[src/rtl/bus_fifo_pkg.sv]
// Shared widths, defaults and full-policy encodings for the per-driver FIFO bank.
// Defaults match the standard 4-driver, 16-bit, 8-deep bus configuration.
package bus_fifo_pkg;

  localparam int DEF_PCKG_SZ   = 16;
  localparam int DEF_DEEP_FIFO = 8;
  localparam int DEF_DRVRS     = 4;
  localparam int CNT_W         = $clog2(DEF_DEEP_FIFO + 1);

  // Full policy encodings for DROP_MODE.
  localparam int FIFO_REJECT    = 0;
  localparam int FIFO_OVERWRITE = 1;

  typedef logic [DEF_PCKG_SZ-1:0] word_t;
  typedef logic [CNT_W-1:0]       count_t;

endpackage

[src/rtl/fifo_channel.sv]
// Single first-word-fall-through FIFO with occupancy status, selectable
// full policy and a sticky, set-dominant overflow flag.
module fifo_channel
  import bus_fifo_pkg::*;
#(
  parameter  int pckg_sz   = DEF_PCKG_SZ,
  parameter  int deep_fifo = DEF_DEEP_FIFO,
  parameter  int AF_TH     = deep_fifo - 2,
  parameter  int DROP_MODE = FIFO_REJECT,
  localparam int CW        = $clog2(deep_fifo + 1),
  localparam int PW        = $clog2(deep_fifo)
) (
  input  logic               clk,
  input  logic               reset,
  input  logic               push,
  input  logic [pckg_sz-1:0] D_push,
  input  logic               pop,
  input  logic               clr_ovf,
  output logic [pckg_sz-1:0] D_pop,
  output logic               pndng,
  output logic               full,
  output logic               almost_full,
  output logic [CW-1:0]      count,
  output logic               ovf
);

  logic [pckg_sz-1:0] mem_q [deep_fifo];
  logic [PW-1:0]      rd_ptr_q, rd_ptr_d, wr_ptr_q, wr_ptr_d;
  logic [CW-1:0]      count_q, count_d;
  logic               ovf_q, ovf_d;
  logic               is_empty, is_full, do_pop, ovf_set, wr_en, rd_adv;

  // Depth need not be a power of two, so wrap explicitly.
  function automatic logic [PW-1:0] ptr_inc(input logic [PW-1:0] p);
    return (p == PW'(deep_fifo - 1)) ? '0 : p + PW'(1);
  endfunction

  assign is_empty = (count_q == '0);
  assign is_full  = (count_q == CW'(deep_fifo));

  // NOTE: every always_comb output gets a value on every path, so no latches.
  always_comb begin
    do_pop   = pop && !is_empty;
    ovf_set  = push && is_full && !do_pop;
    wr_en    = push && (!is_full || do_pop || (DROP_MODE == FIFO_OVERWRITE));
    rd_adv   = do_pop || (ovf_set && (DROP_MODE == FIFO_OVERWRITE));
    rd_ptr_d = rd_adv ? ptr_inc(rd_ptr_q) : rd_ptr_q;
    wr_ptr_d = wr_en  ? ptr_inc(wr_ptr_q) : wr_ptr_q;
    count_d  = count_q;
    if (wr_en && !rd_adv)      count_d = count_q + CW'(1);
    else if (!wr_en && rd_adv) count_d = count_q - CW'(1);
    ovf_d    = ovf_set || (ovf_q && !clr_ovf);
  end

  always_ff @(posedge clk) begin
    if (reset) begin
      rd_ptr_q <= '0;
      wr_ptr_q <= '0;
      count_q  <= '0;
      ovf_q    <= 1'b0;
    end else begin
      rd_ptr_q <= rd_ptr_d;
      wr_ptr_q <= wr_ptr_d;
      count_q  <= count_d;
      ovf_q    <= ovf_d;
    end
  end

  // NOTE: storage is not reset; D_pop is masked by count so stale words never leak.
  always_ff @(posedge clk) begin
    if (!reset && wr_en) mem_q[wr_ptr_q] <= D_push;
  end

  assign D_pop       = is_empty ? '0 : mem_q[rd_ptr_q];
  assign pndng       = !is_empty;
  assign full        = is_full;
  assign almost_full = (count_q >= CW'(AF_TH));
  assign count       = count_q;
  assign ovf         = ovf_q;

endmodule

[src/rtl/bus_fifo_bank.sv]
// Bank of independent FIFOs, one per bus driver, feeding the bus arbiter.
module bus_fifo_bank
  import bus_fifo_pkg::*;
#(
  parameter  int pckg_sz   = DEF_PCKG_SZ,
  parameter  int deep_fifo = DEF_DEEP_FIFO,
  parameter  int drvrs     = DEF_DRVRS,
  parameter  int AF_TH     = deep_fifo - 2,
  parameter  int DROP_MODE = FIFO_REJECT,
  localparam int CW        = $clog2(deep_fifo + 1)
) (
  input  logic                           clk,
  input  logic                           reset,
  input  logic [drvrs-1:0]               push,
  input  logic [drvrs-1:0][pckg_sz-1:0]  D_push,
  input  logic [drvrs-1:0]               pop,
  output logic [drvrs-1:0][pckg_sz-1:0]  D_pop,
  output logic [drvrs-1:0]               pndng,
  output logic [drvrs-1:0]               full,
  output logic [drvrs-1:0]               almost_full,
  output logic [drvrs-1:0][CW-1:0]       count,
  output logic [drvrs-1:0]               ovf,
  input  logic [drvrs-1:0]               clr_ovf
);

  for (genvar i = 0; i < drvrs; i++) begin : g_ch
    fifo_channel #(
      .pckg_sz  (pckg_sz),
      .deep_fifo(deep_fifo),
      .AF_TH    (AF_TH),
      .DROP_MODE(DROP_MODE)
    ) u_fifo (
      .clk        (clk),
      .reset      (reset),
      .push       (push[i]),
      .D_push     (D_push[i]),
      .pop        (pop[i]),
      .clr_ovf    (clr_ovf[i]),
      .D_pop      (D_pop[i]),
      .pndng      (pndng[i]),
      .full       (full[i]),
      .almost_full(almost_full[i]),
      .count      (count[i]),
      .ovf        (ovf[i])
    );
  end

endmodule

[config.mk]
export PLATFORM = sky130hd
export DESIGN_NAME = bus_fifo_bank
export DESIGN_NICKNAME = d
export VERILOG_FILES = /design/src/rtl/bus_fifo_pkg.sv /design/src/rtl/fifo_channel.sv /design/src/rtl/bus_fifo_bank.sv
export SDC_FILE = /design/constraint.sdc
export NUM_CORES = 1
export LEC_CHECK = 0
export CAP_MARGIN = 40
export CORE_ASPECT_RATIO = 0.6
export CORE_MARGIN = 4
export CORE_UTILIZATION = 41
export CTS_CLUSTER_SIZE = 10
export DETAILED_ROUTE_END_ITERATION = 10
export PLACE_DENSITY = 0.71
export SLEW_MARGIN = 10
export SYNTH_ARGS = -nofsm -noshare
export SYNTH_HDL_FRONTEND = slang
export SYNTH_SLANG_ARGS = --single-unit
[constraint.sdc]
create_clock -name clk -period 3 [get_ports clk]
set_input_delay 0.6 -clock clk [delete_from_list [all_inputs] [get_ports clk]]
set_output_delay 0.6 -clock clk [all_outputs]
set_load 0.01 [all_outputs]
# --- After elaboration in Yosys (flattened, before gate mapping) ---
# Memories as Yosys holds them, arrays and structs flattened. A register that Yosys moved wholly into a read port is not among the register bits.
# Cells that the tools add are included.
word_totals:
  mem_count: 4
  mem_bits_rw: 512
  out_inout_bits: 96
  ff_bits: 44
mem_list:
  columns: ["memory", "words", "word_bits", "rd", "rd_ports_with_merged_regs", "write_ports", "line", "text"]
  rows:
  - ["g_ch[0].u_fifo.mem_q", 8, 16, 1, 1, 1, "fifo_channel.sv:27", "logic [pckg_sz-1:0] mem_q [deep_fifo];"]
  - ["g_ch[1].u_fifo.mem_q", 8, 16, 1, 1, 1, "fifo_channel.sv:27", null]
  - ["g_ch[2].u_fifo.mem_q", 8, 16, 1, 1, 1, "fifo_channel.sv:27", null]
  - ["g_ch[3].u_fifo.mem_q", 8, 16, 1, 1, 1, "fifo_channel.sv:27", null]
op_classes:
  n_reduce_logical: 69
  muxes: 36
  n_eq_ne: 12
  addsub: 16
  order_cmp: 4
ops:
  columns: ["op", "count"]
  rows:
  - ["16-bit 2-to-1 mux", 4]
  - ["3-bit 2-to-1 mux", 16]
  - ["1-bit logical AND", 32]
  - ["4-bit 2-to-1 mux", 8]
  - ["3-bit by 1-bit adder with 3-bit output, second input constant", 8]
  - ["3-bit equality test, second input constant", 8]
  - ["1-bit logical NOT", 21]
  - ["4-bit by 1-bit adder with 4-bit output, second input constant", 4]
  - ["4-bit equality test, second input constant", 4]
  - ["4-bit by 3-bit greater-or-equal comparator with 1-bit output, second input constant", 4]
  - ["4-bit logical NOT", 4]
  - ["4-bit by 1-bit subtractor with 4-bit output, second input constant", 4]
  - ["1-bit logical OR", 8]
  - ["1-bit 2-to-1 mux", 8]
  - ["2-bit nonzero test", 4]

# --- Depth between registers and ports, before layout ---
depth:
  ltp_word: 9
  depth_mapped: 10
  depth_no_buf: 10

# --- Modules after synthesis ---
# From an unflattened synthesis, not the netlist that was laid out.
unflattened:
  cells_unflattened: 1132
  area_unflattened_um2: 22291.4
by_module_without_submodules:
  columns: ["module", "n_inst", "cells_per_inst", "area_per_inst_um2"]
  rows:
  - ["fifo_channel", 4, 283, 5572.8]

# --- Least setup slack after synthesis ---
# Ideal clock, no wire load.
synth_path:
  path_kind: "input-to-reg"
  from: "input reset"
  to: "memory g_ch[3].u_fifo.mem_q[6][0] (netlist name) (enable)"
  setup_time_ns: 0.436
  stages: 3
  t_required_ns: 2.564
  arrival_ns: 2.761
  setup_slack_ns: -0.197
  path_cell_list: "clkbuf_1 -> clkbuf_1 -> nor4b_1"
synth_between:
  elab_chain_cells: 4
synth_rtl:
  columns: ["element", "line", "text"]
  rows:
  - ["from (decl)", "bus_fifo_bank.sv:13", "input logic reset,"]
  - ["1-bit logical NOT", "fifo_channel.sv:71", "if (!reset && wr_en) mem_q[wr_ptr_q] <= D_push;"]
  - ["1-bit logical AND", "fifo_channel.sv:71", null]
  - ["1-bit 2-to-1 mux", "fifo_channel.sv:71", null]
  - ["1-bit 2-to-1 mux (not written as such)", "fifo_channel.sv:71", null]
  - ["to (decl)", "fifo_channel.sv:27", null]
# No other way between the ends.

==> results.md <==
* Setup crit end kind: output pin
* IO Pins at approximately 170
* Yosys warning count at 0
* Routed WL per cell at between 20 and 25 um
* Post-Synth Simple-Gate Area at 0.04717
* Mapped Area at 22440 um^2
* Detailed-route DRC error count at 0
* Final period util at 0.9651
* Synthesis-to-finish area growth at 23.54%
* DR vias at between 10000 and 15000
* Clock Skews at around 0.019 ns
* Register bit total from synthesis at 568
* Gp weighted congestion at 0.7406
* Starting Density at 0.4142
* Worst EP required at roughly 2.4 ns
* WL final at ~46000 um
* Port Buf Inserts at between 150 and 200
* Sequential fraction of design power at 0.418
* Hold WC Path Type: register to register
* Dpl hpwl at 27260 um
* Worst-margin pin slew at 0.6692 ns
* Max cap viols at 0
* Post-Syn Instances at about 1200
* Largest fanout on the critical path at 16
* Slew Viols, Final at 0
* Number of global-route vias before repair at ~12000
* Worst-case clock buffer depth at 3
* Min cycle time layout at 2.895 ns
* Sequential share of the synthesized area at 0.7351
* Post-route ant nets at 0
* First-pass GRT wire length at roughly 72000 um
* Most frequent cells after synthesis: edfxtp_1, mux4_2, nor2_1, mux2i_1, dfxtp_1
* Worst Setup Start Kind: register
* Max Fclk at between 300 and 400 MHz
* Net switching power figure at ~5.8 mW
* Synth Area in XOR/XNOR at 0.003122
* Avg Inst Size Synth at ~19 um^2
* Dominant synthesized flop cell: edfxtp_1
* Cell count after placement at 2054
* Post-synth EDFFs at ~500
* Post-synthesis mux area share at 0.1644
* Reg area at between 15000 and 20000 um^2
* Cts hold-fix bufs at 0
* Post-Synth Adder-Cell Area at 0.01918
* TritonCTS clock tree: done
* Synth top area share at 0.6851
* Clock power share at 0.327
* Area contributors post-synth: edfxtp_1, mux4_2, dfxtp_1, mux2i_1, nor2_1
* Die footprint at 58660 um^2
* Rows at 66
* Post-synthesis compound-gate area fraction at 0.01344
* Worst r2r path cells at 10
* Final-layout fill cell count at about 4300
* Syn Nets at 1262
* Maximum vdd drop at between 0.6 and 0.7 mV
* Synth unique cells at 41
* Switching share of power at 0.2655
* Die Ht at between 150 and 200 um
* Vias per cell at approximately 5.2
* Multi-input combinational cell area at 5688 um^2
* Combinational power share at 0.254
* CTS buffer count at 67
* Total gr overflow at 0
* Post-route insts no fill at 2170
* Setup CP Type: register to output pin
* Cell taking the most area after synthesis: edfxtp_1
* Initial antenna violation count at 0
* Final hold viol count at 0
* DP Worst Slack at between 0.1 and 0.15 ns
* RSZ-0062 raised after global routing: yes
* Pin count of the biggest net entering global routing at 33
* Core area at ~54000 um^2
* First drt pass iteration count at 5
* DR iter-0 viols at 926
* P_int at roughly 16 mW
* CTS clock-pin slew for the worst setup and hold paths at around 0.05 ns
* P_leak at roughly 9.2 nW
* Relative slew slack at 0.5539
* Pwr/cell area at around 800 nW/um^2
* Worst Path Arrival at approximately 2.3 ns
* GRT Util Overall at 0.1615
* Final net count at ~1500
* Die Width at slightly above 300 um
* Post-route worst setup slack at approximately 0.10 ns
* Most frequent cell after synthesis: edfxtp_1
* Share of layout cells above drive strength 1 at 0.2452
* Asr flop ratio synth at 0
* Status: finished clean
* Skew-Pair Late Insertion Delay at 0.59 ns
* Number of diodes at 0
* Max H-tree Level at 3
* Root Driver: clkbuf_16
* Largest family of logic cells by synthesized area: multiplexers
* Hold depth at 2
* Final setup viols at 0
* Clock Sinks at between 500 and 600
## path summary, 6_finish.rpt
path                                             start                                    to  slack (ns)
setup / recovery                              register                             D_pop[46]        0.10
hold reg to reg          g_ch[3].u_fifo.ovf$_SDFF_PP0_         g_ch[3].u_fifo.ovf$_SDFF_PP0_        0.48
setup reg to reg  g_ch[1].u_fifo.count[0]$_SDFFE_PP0P_  g_ch[1].u_fifo.count[3]$_SDFFE_PP0P_        0.17
hold / removal           g_ch[3].u_fifo.ovf$_SDFF_PP0_         g_ch[3].u_fifo.ovf$_SDFF_PP0_        0.48
## flip-flops by register name, summed over array words and instances (netlist names), named ones only
register / flops
g_ch.u_fifo.count: 16
g_ch.u_fifo.mem_q: 512
g_ch.u_fifo.ovf: 4
g_ch.u_fifo.rd_ptr_q: 12
g_ch.u_fifo.wr_ptr_q: 12
## through the flow
| stage | setup TNS (ns) | hold slack (ns) | power [mW] | util | area, um^2 |
|---|---|---|---|---|---|
| 3_5_place_dp | 0 | 0.4747 | 15.01 | 0.4730 | 25620 |
| 6_report | 0 | 0.4813 | 21.99 | 0.5117 | 27720 |
| 3_3_place_gp | 0 | 0.4599 | 14.92 | 0.4730 | 25620 |
| 2_1_floorplan | 0 | 0.4455 | 12.54 | - | 22450 |
| 5_1_grt | -0.07391 | 0.5024 | 23.08 | 0.5117 | 27720 |
| 4_1_cts | 0 | 0.4825 | 22.20 | 0.5106 | 27660 |
## timing repair
action | 4_1_cts | 5_1_grt
cloned | 4 | 0
resized for setup | 75 | 16
endpoints found under the setup margin | 64 | 29
setup buffers | 6 | 4
## per-layer routing
layer / wire, um / share of wire / global-route usage
met1: 21070 / 0.46 / 0.2313
met2: 22070 / 0.48 / 0.2514
met3: 2373 / 0.051 / 0.04193
met4: 612 / 0.013 / 0.03621
met5: 0 / 0 / 0
## cell type report
cell class,instances,area share
clock buffer,97,0.06644
clock inverter,5,0.002076
inverter,16,0.002257
multi-input combinational,502,0.2052
sequential,568,0.5956
tap,714,0.03223
timing repair buffer,268,0.09623
## worst max-delay path, cell delays in order, from the launching register on
cell and delay, ns:
dfxtp_4 0.41, buf_12 0.20, mux4_2 0.51, mux2i_1 0.18, nor2_1 0.10, dlygate4sd2_1 0.30
## kinds of logic (layout without fill, tap and decap cells)
logic type	count (synthesis)	count (layout)
XOR/XNOR	8	8
buffers and inverters	82	386
flip-flops	568	568
AND/OR/NAND/NOR	210	210
multiplexers	208	208
AO/OA/AOI/OAI	44	44
adder cells (fa/ha/maj)	32	32
## placed cells by master, fill, tap and decap left out, types with 5 or more instances in the layout
master	Yosys	routed
inv_1	13	13
mux2i_2	0	5
dlygate4sd2_1	0	56
or3_1	11	11
clkbuf_1	14	27
a21oi_1	25	25
nor2_1	116	116
edfxtp_1	512	512
nand2_1	24	24
mux4_2	128	128
ha_1	28	28
nor4_4	4	5
nand2b_1	7	7
nand3b_1	5	5
clkdlybuf4s50_1	0	108
nor2b_1	7	7
dfxtp_1	56	52
buf_12	0	17
buf_4	16	70
nor3_2	0	13
clkbuf_16	0	69
clkdlybuf4s15_1	0	6
mux2i_1	76	71
## power by group through the flow
stage | Combinational, mW | Sequential [mW] | Clock, mW
finish | 5.59 | 9.20 | 7.20
global route | 6.08 | 9.23 | 7.77
CTS | 5.61 | 9.20 | 7.39
detailed placement | 5.66 | 9.35 | 0
global placement | 5.58 | 9.33 | 0
floorplan | 3.20 | 9.34 | 0
(Power assumes the default switching activity.)
